==> config.mk <==
export PLATFORM = sky130hd
export DESIGN_NAME = jtframe_prog_packer_flat
export DESIGN_NICKNAME = d
export VERILOG_FILES = /design/src/rtl/jtframe_prog_packer_if.sv /design/src/rtl/jtframe_prog_packer.sv /design/src/flat_wrapper.sv
export SDC_FILE = /design/constraint.sdc
export NUM_CORES = 1
export LEC_CHECK = 0
export ABC_AREA = 1
export CAP_MARGIN = 20
export CORE_ASPECT_RATIO = 0.5
export CORE_MARGIN = 8
export CORE_UTILIZATION = 50
export DETAILED_ROUTE_END_ITERATION = 8
export PLACE_DENSITY = 0.79
export SLEW_MARGIN = 40
export SYNTH_ARGS = -nofsm -noshare
export SYNTH_HDL_FRONTEND = slang
export SYNTH_SLANG_ARGS = --single-unit
==> constraint.sdc <==
create_clock -name clk -period 2.9 [get_ports clk]
set_input_delay 0.58 -clock clk [delete_from_list [all_inputs] [get_ports clk]]
set_output_delay 0.58 -clock clk [all_outputs]
set_load 0.005 [all_outputs]
==> src/rtl/jtframe_prog_packer_if.sv <==
// SDRAM programming bus between the ROM download packer and the SDRAM controller.
// Latency: none, wires only.
// Backpressure: prog_we is held by the packer until the controller answers with prog_rdy.
//
// Ports (master = packer side):
//   prog_addr  22  word address inside the selected bank
//   prog_data   8  byte value, the controller replicates it on both lanes
//   prog_mask   2  active-low lane enable
//   prog_bank   2  target bank
//   prog_we     1  write request, held until prog_rdy
//   prom_we     1  one-cycle PROM strobe, qualifies prog_addr/prog_data
//   prog_rdy    1  controller has committed the current write
interface jtframe_prog_packer_if;
  logic [21:0] prog_addr;
  logic [7:0]  prog_data;
  logic [1:0]  prog_mask;
  logic [1:0]  prog_bank;
  logic        prog_we;
  logic        prom_we;
  logic        prog_rdy;

  modport master (
    output prog_addr, prog_data, prog_mask, prog_bank, prog_we, prom_we,
    input  prog_rdy
  );

  modport slave (
    input  prog_addr, prog_data, prog_mask, prog_bank, prog_we, prom_we,
    output prog_rdy
  );
endinterface

==> src/rtl/jtframe_prog_packer.sv <==
// Packs the ioctl ROM download byte stream into SDRAM bank writes and PROM strobes.
// Latency: ioctl_wr in cycle N gives prog_we/prom_we in cycle N+2 when idle.
// Backpressure: prog_we held until prog_rdy; two bytes queue behind it, further bytes are dropped and flag ovf.
//
// Ports:
//   clk, rst             clock and synchronous active-high reset
//   downloading          download in progress (rising edge clears ovf)
//   ioctl_addr/data/wr   byte stream from the downloader
//   prog                 SDRAM programming bus (see jtframe_prog_packer_if)
//   dwnld_busy           downloading, or bytes still queued or in flight
//   ovf                  sticky: a byte was lost because the queue was full

// Small generic FIFO. A push while full is accepted only if a pop happens in
// the same cycle, so occupancy stays unchanged in that case.
module jtframe_prog_fifo #(
  parameter int W     = 8,
  parameter int DEPTH = 2
) (
  input  logic         clk,
  input  logic         rst,
  input  logic         push,
  input  logic [W-1:0] din,
  input  logic         pop,
  output logic [W-1:0] dout,
  output logic         empty,
  output logic         full
);
  localparam int AW = (DEPTH > 1) ? $clog2(DEPTH) : 1;

  logic [W-1:0]  mem [DEPTH];
  logic [AW-1:0] wr_ptr, rd_ptr;
  logic [AW:0]   count;
  logic          do_push, do_pop;

  assign empty   = (count == '0);
  assign full    = (count == (AW+1)'(DEPTH));
  assign do_pop  = pop && !empty;
  assign do_push = push && (!full || do_pop);
  assign dout    = mem[rd_ptr];

  function automatic logic [AW-1:0] ptr_inc(input logic [AW-1:0] p);
    return (p == AW'(DEPTH-1)) ? '0 : p + AW'(1);
  endfunction

  always_ff @(posedge clk) begin
    if (rst) begin
      wr_ptr <= '0;
      rd_ptr <= '0;
      count  <= '0;
    end else begin
      if (do_push) wr_ptr <= ptr_inc(wr_ptr);
      if (do_pop)  rd_ptr <= ptr_inc(rd_ptr);
      if (do_push && !do_pop)      count <= count + (AW+1)'(1);
      else if (do_pop && !do_push) count <= count - (AW+1)'(1);
    end
  end

  always_ff @(posedge clk) begin
    if (do_push) mem[wr_ptr] <= din;
  end
endmodule

module jtframe_prog_packer #(
  parameter int          HEADER     = 0,
  parameter logic [24:0] BA1_START  = 25'h100000,
  parameter logic [24:0] BA2_START  = 25'h200000,
  parameter logic [24:0] BA3_START  = 25'h300000,
  parameter logic [24:0] PROM_START = 25'h1FFFFFF,
  parameter bit          SWAB       = 1'b0
) (
  input  logic                         clk,
  input  logic                         rst,
  input  logic                         downloading,
  input  logic [24:0]                  ioctl_addr,
  input  logic [7:0]                   ioctl_data,
  input  logic                         ioctl_wr,
  jtframe_prog_packer_if.master        prog,
  output logic                         dwnld_busy,
  output logic                         ovf
);
  typedef struct packed {
    logic        prom;
    logic [1:0]  bank;
    logic [21:0] addr;
    logic        lane;
    logic [7:0]  data;
  } ent_t;

  typedef enum logic [1:0] {IDLE, WAIT, GAP} state_t;

  state_t      st, st_nxt;
  ent_t        cap_ent, dec_ent, fifo_dout, head;
  logic        dec_vld, dl_q, in_hdr, capture;
  logic        fifo_empty, fifo_full, fifo_push, fifo_pop;
  logic        load, done, bypass, drop;
  logic [24:0] off;
  logic [22:0] rel;

  // A zero-length header never discards anything; keep the compare out of
  // the netlist in that case.
  generate
    if (HEADER == 0) begin : g_nohdr
      assign in_hdr = 1'b0;
    end else begin : g_hdr
      assign in_hdr = (ioctl_addr < 25'(HEADER));
    end
  endgenerate

  assign capture = downloading && ioctl_wr && !in_hdr;

  // Range decode on the raw byte, registered into dec_ent. PROM wins over
  // the bank ranges; bank ranges are checked from the top down.
  always_comb begin
    cap_ent = '0;
    off     = ioctl_addr - 25'(HEADER);
    rel     = 23'(off);
    if (off >= PROM_START) begin
      cap_ent.prom = 1'b1;
      rel          = {1'b0, 22'(off - PROM_START)};
    end else if (off >= BA3_START) begin
      cap_ent.bank = 2'd3;
      rel          = 23'(off - BA3_START);
    end else if (off >= BA2_START) begin
      cap_ent.bank = 2'd2;
      rel          = 23'(off - BA2_START);
    end else if (off >= BA1_START) begin
      cap_ent.bank = 2'd1;
      rel          = 23'(off - BA1_START);
    end
    cap_ent.addr = rel[22:1];
    cap_ent.lane = rel[0] ^ SWAB;
    cap_ent.data = ioctl_data;
  end

  always_ff @(posedge clk) begin
    if (rst) begin
      dec_vld <= 1'b0;
      dec_ent <= '0;
      dl_q    <= 1'b0;
      ovf     <= 1'b0;
    end else begin
      dec_vld <= capture;
      if (capture) dec_ent <= cap_ent;
      dl_q <= downloading;
      if (downloading && !dl_q) ovf <= 1'b0;
      else if (drop)            ovf <= 1'b1;
    end
  end

  jtframe_prog_fifo #(.W($bits(ent_t)), .DEPTH(2)) u_fifo (
    .clk   (clk),
    .rst   (rst),
    .push  (fifo_push),
    .din   (dec_ent),
    .pop   (fifo_pop),
    .dout  (fifo_dout),
    .empty (fifo_empty),
    .full  (fifo_full)
  );

  // With an empty FIFO the decode stage feeds the output registers directly,
  // which is what gives the two-cycle latency. The entry leaves the FIFO as
  // soon as it is loaded, so the output registers act as a third slot.
  assign head      = fifo_empty ? dec_ent : fifo_dout;
  assign fifo_push = dec_vld && !bypass;
  assign drop      = fifo_push && fifo_full && !fifo_pop;

  always_ff @(posedge clk) begin
    if (rst) st <= IDLE;
    else     st <= st_nxt;
  end

  always_comb begin
    st_nxt   = st;
    load     = 1'b0;
    done     = 1'b0;
    bypass   = 1'b0;
    fifo_pop = 1'b0;
    case (st)
      IDLE: begin
        if (!fifo_empty || dec_vld) begin
          load     = 1'b1;
          fifo_pop = !fifo_empty;
          bypass   = fifo_empty;
          st_nxt   = head.prom ? GAP : WAIT;
        end
      end
      WAIT: begin
        if (prog.prog_rdy) begin
          done   = 1'b1;
          st_nxt = GAP;
        end
      end
      GAP:     st_nxt = IDLE;
      default: st_nxt = IDLE;
    endcase
  end

  always_ff @(posedge clk) begin
    if (rst) begin
      prog.prog_addr <= '0;
      prog.prog_data <= '0;
      prog.prog_mask <= 2'b11;
      prog.prog_bank <= '0;
      prog.prog_we   <= 1'b0;
      prog.prom_we   <= 1'b0;
    end else begin
      prog.prom_we <= 1'b0;
      if (load) begin
        prog.prog_addr <= head.addr;
        prog.prog_data <= head.data;
        if (head.prom) begin
          prog.prom_we <= 1'b1;
        end else begin
          prog.prog_bank <= head.bank;
          prog.prog_mask <= head.lane ? 2'b01 : 2'b10;
          prog.prog_we   <= 1'b1;
        end
      end
      if (done) begin
        prog.prog_we   <= 1'b0;
        prog.prog_mask <= 2'b11;
      end
    end
  end

  assign dwnld_busy = downloading || !fifo_empty || (st != IDLE) || dec_vld;
endmodule

==> src/flat_wrapper.sv <==
// flat-port wrapper written by rule: the top's interface ports become plain ports
module jtframe_prog_packer_flat 
#(
  parameter int          HEADER     = 0,
  parameter logic [24:0] BA1_START  = 25'h100000,
  parameter logic [24:0] BA2_START  = 25'h200000,
  parameter logic [24:0] BA3_START  = 25'h300000,
  parameter logic [24:0] PROM_START = 25'h1FFFFFF,
  parameter bit          SWAB       = 1'b0
)
  (clk, rst, downloading, ioctl_addr, ioctl_data, ioctl_wr, dwnld_busy, ovf, prog_prog_addr, prog_prog_data, prog_prog_mask, prog_prog_bank, prog_prog_we, prog_prom_we, prog_prog_rdy);
  jtframe_prog_packer_if prog_i ();
  input  logic clk;
  input  logic rst;
  input  logic downloading;
  input  logic [24:0] ioctl_addr;
  input  logic [7:0] ioctl_data;
  input  logic ioctl_wr;
  output logic dwnld_busy;
  output logic ovf;
  output wire logic [$bits(prog_i.prog_addr)-1:0] prog_prog_addr;
  output wire logic [$bits(prog_i.prog_data)-1:0] prog_prog_data;
  output wire logic [$bits(prog_i.prog_mask)-1:0] prog_prog_mask;
  output wire logic [$bits(prog_i.prog_bank)-1:0] prog_prog_bank;
  output wire logic [$bits(prog_i.prog_we)-1:0] prog_prog_we;
  output wire logic [$bits(prog_i.prom_we)-1:0] prog_prom_we;
  input wire logic [$bits(prog_i.prog_rdy)-1:0] prog_prog_rdy;
  assign prog_prog_addr = prog_i.prog_addr;
  assign prog_prog_data = prog_i.prog_data;
  assign prog_prog_mask = prog_i.prog_mask;
  assign prog_prog_bank = prog_i.prog_bank;
  assign prog_prog_we = prog_i.prog_we;
  assign prog_prom_we = prog_i.prom_we;
  assign prog_i.prog_rdy = prog_prog_rdy;
  jtframe_prog_packer #(.HEADER(HEADER), .BA1_START(BA1_START), .BA2_START(BA2_START), .BA3_START(BA3_START), .PROM_START(PROM_START), .SWAB(SWAB)) u_core (.clk(clk), .rst(rst), .downloading(downloading), .ioctl_addr(ioctl_addr), .ioctl_data(ioctl_data), .ioctl_wr(ioctl_wr), .prog(prog_i), .dwnld_busy(dwnld_busy), .ovf(ovf));
endmodule
==> metrics.md, run 1 <==
| Metric | Value |
|---|---|
| Status | finished, final reports clean |
| Synth cell types | 32 |
| Min-delay worst type | register to register |
| Seq/Total Area, Yosys | 0.5763 |
| Skew final | 10.04 ps |
| Ys Warns | 0 |
| Internal power | 4.675 mW |
| Synth area leaders | edfxtp_1, dfxtp_1, o211ai_1 |
| CTS Root Cell | clkbuf_16 |
| Vias per inst | 5.415 |
| Clock Pin Slew Worst Setup and Hold Paths | 60 ps |
| DRC | 0 |
| Final #Nets | 802 |
| Top cell type by total area after synthesis | edfxtp_1 |
| Die Wd | 175.0 um |
| Total GRT Usage | 0.1915 |
| Final Max Tran Viols | 0 |
| Number of synthesized flops with an enable pin | 68 |
| First-pass GRT wire length | 25.39 mm |
| Setup crit end kind | output pin |
| Fraction of layout cells with a size suffix above 1 | 0.1369 |
| CTS hold repair buffers | 0 |
| Share of the synthesized area in the top cell type | 0.3230 |
| Initial antenna violation count | 0 |
| Site Rows | 29 |
| CTS tree | yes |
| Crit Path Category | register to output pin |
| Htree depth | 4 |
| Post-CTS Setup Inserts | 0 |
| TritonCTS buffer count | 17 |
| 1st-pass router iterations | 5 |
| Overall Power | 6.794 mW |
| Fin crit share | 0.8611 |
| Combinational fraction of design power | 0.269 |
| Post-cts sizing count | 0 |
| Starting density of the core | 0.5050 |
| Die area | 0.01672 mm2 |
| Switch share | 0.3118 |
| Count leader, synth | nand2_1 |
| PD cells | 857.1 mW/mm2 |
| Cell count after synthesis | 678 |
| Top Ports | 76 |
| Startpoint types | register |
| Diode count | 0 |
| # clock sinks | 148 |
| Syn avg cell area | 9.325 um2 |
| RSZ-0062 raised after global routing | no |
| Fin. Hold Viols | 0 |
| Post-Syn Area | 0.006322 mm2 |
| Main synth FF type | dfxtp_1 |
| Overflow after GRT | 0 |
| Post-layout util | 0.6332 |
| Worst vdd ir | 0.4743 mV |
| Die Height | 95.52 um |
| Max Fanout on Critical Path | 15 |
| Syn Nets | 726 |
| Sequential Power Share | 0.388 |
| Final wirelength | 15.84 mm |
| Worst skew pair latency | 420 ps |
| P&R area growth vs syn | 25.37% |
| FMAX | 400.4 MHz |
| Port Buffers | 75 |
| Setup tns final | 0 ps |
| Largest net degree at the start of global routing | 59 |
| Routability congestion estimate from global placement | 0.9040 |
| Final Setup Violations | 0 |
| Max-cap violations | 0 |
| CTS max path bufs | 2 |
| Crit path DAT | 1920 ps |
| Fraction of registers with async set or reset after synthesis | 0 |
| Vias in the first global route | 4900 |
| Core ar. | 0.01252 mm2 |
| Fillers | 983 |
| Seq cells post-synth | 148 |
| Sequential Area | 0.003643 mm2 |
| Post-layout minimum cycle time | 2497 ps |
| Antenna Nets Post-Route | 0 |
| Clock Power Share | 0.343 |
| Worst Path Required | 2320 ps |
| Slew margin rel. | 0.4943 |
| Hpwl dp | 10.42 mm |
| DR WL/cell | 16.90 um |
| Synth cell count leaders | nand2_1, dfxtp_1, nor2_1, edfxtp_1, inv_1 |
| DRT iter0 DRCs | 400 |
| Leak pwr | 3.049 nW |
| Worst-Margin Slew | 757.4 ps |
| Via count | 5074 |
| Net Sw Power | 2.118 mW |
| Area of the multi-input gates | 0.002317 mm2 |
power by group through the flow:
| stage | clock network [mW] | registers [mW] | logic, mW |
|---|---|---|---|
| floorplan | 0 | 2.64 | 1.08 |
| global placement | 0 | 2.66 | 1.79 |
| detailed placement | 0 | 2.67 | 1.80 |
| CTS | 2.34 | 2.63 | 1.83 |
| global route | 2.44 | 2.66 | 2.04 |
| finish | 2.33 | 2.63 | 1.83 |
per-layer routing:
layer / up-vias / part of all wire / global-route usage
met1: 2386 / 0.46 / 0.2516
met5: - / 0 / 0
met3: 14 / 0.066 / 0.04308
li1: 2498 / - / -
met2: 176 / 0.47 / 0.3192
met4: 0 / 0.0087 / 0.05116
worst max-delay path, stage by stage, from the launching register on:
cell and delay (ps):
dfxtp_1 320, nor2_2 140, buf_4 260, nand2_1 110
nor2_1 150, nand2_1 70, clkdlybuf4s50_1 450
stage by stage:
| stage | hold WS, ps | area [um2] | std cells | setup slack, ps |
|---|---|---|---|---|
| after global placement | 434.2 | 7298 | 905 | 370.5 |
| after CTS | 456.7 | 7926 | 937 | 402.5 |
| after floorplan | 425.7 | 6327 | 678 | 520.3 |
| after global routing | 470.5 | 7926 | 937 | 268.6 |
| final | 459.9 | 7926 | 937 | 402.7 |
| after detailed placement | 439.6 | 7298 | 905 | 315.5 |
sequential cells by signal, summed over array words and instances, names as in the netlist, 2 cells and up, named ones only:
name and cells:
u_core.dec_ent 34, u_core.prog.prog_addr 22, u_core.prog.prog_bank 2, u_core.prog.prog_data 8, u_core.prog.prog_mask 2, u_core.st 2, u_core.u_fifo.count 2, u_core.u_fifo.mem 68
cells by family after synthesis:
group                    count (synthesis)  synth area share
adder cells (fa/ha/maj)                 10           0.01979
flip-flops                             148            0.5763
buffers and inverters                   97           0.05838
AO/OA/AOI/OAI                          188            0.1720
XOR/XNOR                                 1          0.001386
AND/OR/NAND/NOR                        234            0.1722
final timing paths:
kind / start / to / slack (ps) / cells past startpoint
worst max register to register: u_core.u_fifo.count[1] / u_core.prog.prog_addr[21] / 670 / 7
worst max-delay path: u_core.u_fifo.count[1] / dwnld_busy / 400 / 6
worst min register to register: u_core.ovf / u_core.ovf / 460 / 2
worst min-delay path: u_core.ovf / u_core.ovf / 460 / 2
layout by cell type, fill, tap and decap left out, types with 30 or more instances in the layout:
cell type,instances
nand2_1,86
dfxtp_1,80
clkdlybuf4s50_1,75
nor2_1,70
edfxtp_1,68
a21oi_1,50
inv_1,50
o211ai_1,47
o21ai_1,46
or2_2,30
cell type report:
| type | instances | area share |
|---|---|---|
| sequential | 148 | 0.4597 |
| multi-input combinational | 433 | 0.2923 |
| inverter | 65 | 0.03078 |
| clock inverter | 14 | 0.02510 |
| clock buffer | 18 | 0.05414 |
| tap | 170 | 0.02684 |
| timing repair buffer | 89 | 0.1111 |
(Power assumes the default switching activity.)
==> run 2: changes to the inputs <==
--- a/config.mk
+++ b/config.mk
@@ -6,7 +6,6 @@
 export NUM_CORES = 1
 export LEC_CHECK = 0
 export ABC_AREA = 1
-export CAP_MARGIN = 20
 export CORE_ASPECT_RATIO = 0.5
 export CORE_MARGIN = 8
 export CORE_UTILIZATION = 50
==> results of run 2 <==
Final layout, timing and power as in run 1 (identical DEF).
==> run 3: changes to the inputs <==
--- a/config.mk
+++ b/config.mk
@@ -8,9 +8,10 @@
 export ABC_AREA = 1
 export CORE_ASPECT_RATIO = 0.5
 export CORE_MARGIN = 8
-export CORE_UTILIZATION = 50
+export CORE_UTILIZATION = 30
 export DETAILED_ROUTE_END_ITERATION = 8
-export PLACE_DENSITY = 0.79
+export PLACE_DENSITY = 0.53
+export RECOVER_POWER = 25
 export SLEW_MARGIN = 40
 export SYNTH_ARGS = -nofsm -noshare
 export SYNTH_HDL_FRONTEND = slang
==> run 3 against run 2 <==
Compared with the run above: via count down 2.9%; critical path depth down 1; clock power down 3%; global-route usage down 6.6 points; routed wire length up 4.2%; design area up 1.3%; clock skew about the same; first-iteration DRC count down 18%; clock-buffer cell count up 1; sequential cell count unchanged; worst setup slack better by 47 ps; combinational power about the same.
==> metrics.md, run 3 (synthesis results as in run 1) <==
| Metric | Value |
|---|---|
| Status | finished, final reports clean |
| DP Cell Count | 1008 |
| Worst vdd ir | 0.4437 mV |
| Worst Path Required | 2320 ps |
| FMAX | 408.2 MHz |
| Starting density of the core | 0.3069 |
| Slowest-stage cell, CP | clkdlybuf4s50_1 |
| Worst r2r src | u_core.st[1] |
| Final wirelength | 16.50 mm |
| Vias per inst | 4.738 |
| Initial antenna violation count | 0 |
| Die area | 0.02626 mm2 |
| Port Buffers | 75 |
| Final non-filler cell total | 1040 |
| R2r setup slk | 860 ps |
| Post-layout minimum cycle time | 2450 ps |
| Biggest regs | u_core.u_fifo.mem: 68 flops, u_core.dec_ent: 34 flops, u_core.prog.prog_addr: 22 flops |
| Fin crit share | 0.8448 |
| Routability congestion estimate from global placement | 0.8655 |
| First-pass GRT wire length | 26.71 mm |
| Final Setup Violations | 0 |
| Final #Nets | 802 |
| Commonest non-fill, non-tap cells in the layout | nand2_1, dfxtp_1, clkdlybuf4s50_1, nor2_1, edfxtp_1 |
| CTS Root Cell | clkbuf_16 |
| Critical path, cell by cell | nor2_1 -> inv_1 -> nor2_1 -> nand2_1 -> clkdlybuf4s50_1 |
| Fraction of layout cells with a size suffix above 1 | 0.1369 |
| Htree depth | 4 |
| Setup crit end kind | output pin |
| Worst Setup SP | u_core.st[1] |
| Net Sw Power | 2.150 mW |
| Site Rows | 37 |
| Leak pwr | 3.040 nW |
| Vias in the first global route | 5034 |
| Internal power | 4.616 mW |
| Crit path DAT | 1870 ps |
| Fin. Hold Viols | 0 |
| CTS hold repair buffers | 0 |
| Top Ports | 76 |
| Setup WS pre-CTS | 269.6 ps |
| Total GRT Usage | 0.1252 |
| Hold path startpoint | u_core.ovf |
| Max Fanout on Critical Path | 4 |
| Overflow after GRT | 0 |
| Setup tns final | 0 ps |
| Crit path capture | dwnld_busy |
| Post-CTS Setup Inserts | 0 |
| Clock Power Share | 0.336 |
| Largest Register | u_core.u_fifo.mem |
| Crit Path Category | register to output pin |
| Crit Reg-Reg Endpoint | u_core.u_fifo.mem[1][28] |
| Via count | 4928 |
| Clock Pin Slew Worst Setup and Hold Paths | 60 ps |
| Die Wd | 221.3 um |
| Combinational fraction of design power | 0.275 |
| 1st-pass router iterations | 6 |
| Final Max Tran Viols | 0 |
| Setup WS post-layout | 450.0 ps |
| DRT iter0 DRCs | 329 |
| Largest register FFs | 68 |
| Skew final | 9.887 ps |
| Switch share | 0.3178 |
| Die Height | 118.7 um |
| DR WL/cell | 15.87 um |
| PD cells | 842.7 mW/mm2 |
| # clock sinks | 148 |
| Post-cts sizing count | 0 |
| Commonest non-fill, non-tap cell in the layout | nand2_1 |
| Startpoint types | register |
| Max-cap violations | 0 |
| P&R area growth vs syn | 27.01% |
| DRC | 0 |
| Min-delay worst type | register to register |
| Sequential Power Share | 0.389 |
| Slew margin rel. | 0.5535 |
| RSZ-0062 raised after global routing | no |
| Largest net degree at the start of global routing | 46 |
| CTS tree | yes |
| Cells on worst reg2reg path | 6 |
| Diode count | 0 |
| CTS max path bufs | 2 |
| Hpwl dp | 11.09 mm |
| Core ar. | 0.02060 mm2 |
| Most common cell on crit path | nor2_1 |
| TritonCTS buffer count | 17 |
| Worst-Margin Slew | 669.0 ps |
| Worst skew pair latency | 420 ps |
| CP max stage delay | 460 ps |
| Antenna Nets Post-Route | 0 |
==> run 3: worst max-delay path, delay by kind of cell, from the launching register on <==
family,cells,cell delay [ps]
simple gates,3,540
buf+inv,2,590
flops,1,310
==> run 3: final cells by class <==
cell class	count	area (um2)
Fill cell	2008	12570
Sequential cell	148	3643
Multi-Input combinational cell	433	2317
Timing Repair Buffer	89	868.3
Clock buffer	19	442.9
Tap cell	273	341.6
Inverter	65	245.2
Clock inverter	13	171.4
==> run 3: power by group through the flow <==
stage	clock network (mW)	logic (mW)	registers, mW
2_1_floorplan	0	1.08	2.64
4_1_cts	2.31	1.89	2.64
3_5_place_dp	0	1.88	2.68
6_report	2.27	1.86	2.64
5_1_grt	2.40	2.09	2.67
3_3_place_gp	0	1.87	2.68
==> run 3: how the worst min path moves through the flow <==
| stage | endpoint | slack (ps) | cells past startpoint |
|---|---|---|---|
| 2_1_floorplan | register | 430 | 1 |
| 3_3_place_gp | u_core.ovf | 440 | 2 |
| 3_5_place_dp | u_core.u_fifo.rd_ptr | 450 | 1 |
| 4_1_cts | u_core.u_fifo.rd_ptr | 460 | 1 |
| 5_1_grt | u_core.u_fifo.rd_ptr | 480 | 1 |
| 6_report | u_core.ovf | 460 | 2 |
==> run 3: through the flow <==
step	power (mW)	area (um2)	hold slack, ps	utilization
after floorplan	3.727	6327	425.7	-
after global placement	4.544	7415	437.7	0.3599
after detailed placement	4.560	7415	446.5	0.3599
after CTS	6.845	8029	456.1	0.3897
after global routing	7.155	8030	477.1	0.3898
final	6.767	8030	456.3	0.3898
==> run 3: metal layers <==
metal	vias to the layer above	global-route usage	share of wire
met5	-	0	0
met4	0	0.04023	0.011
met3	17	0.02715	0.029
met2	56	0.2022	0.46
met1	2371	0.1660	0.50
li1	2484	-	-
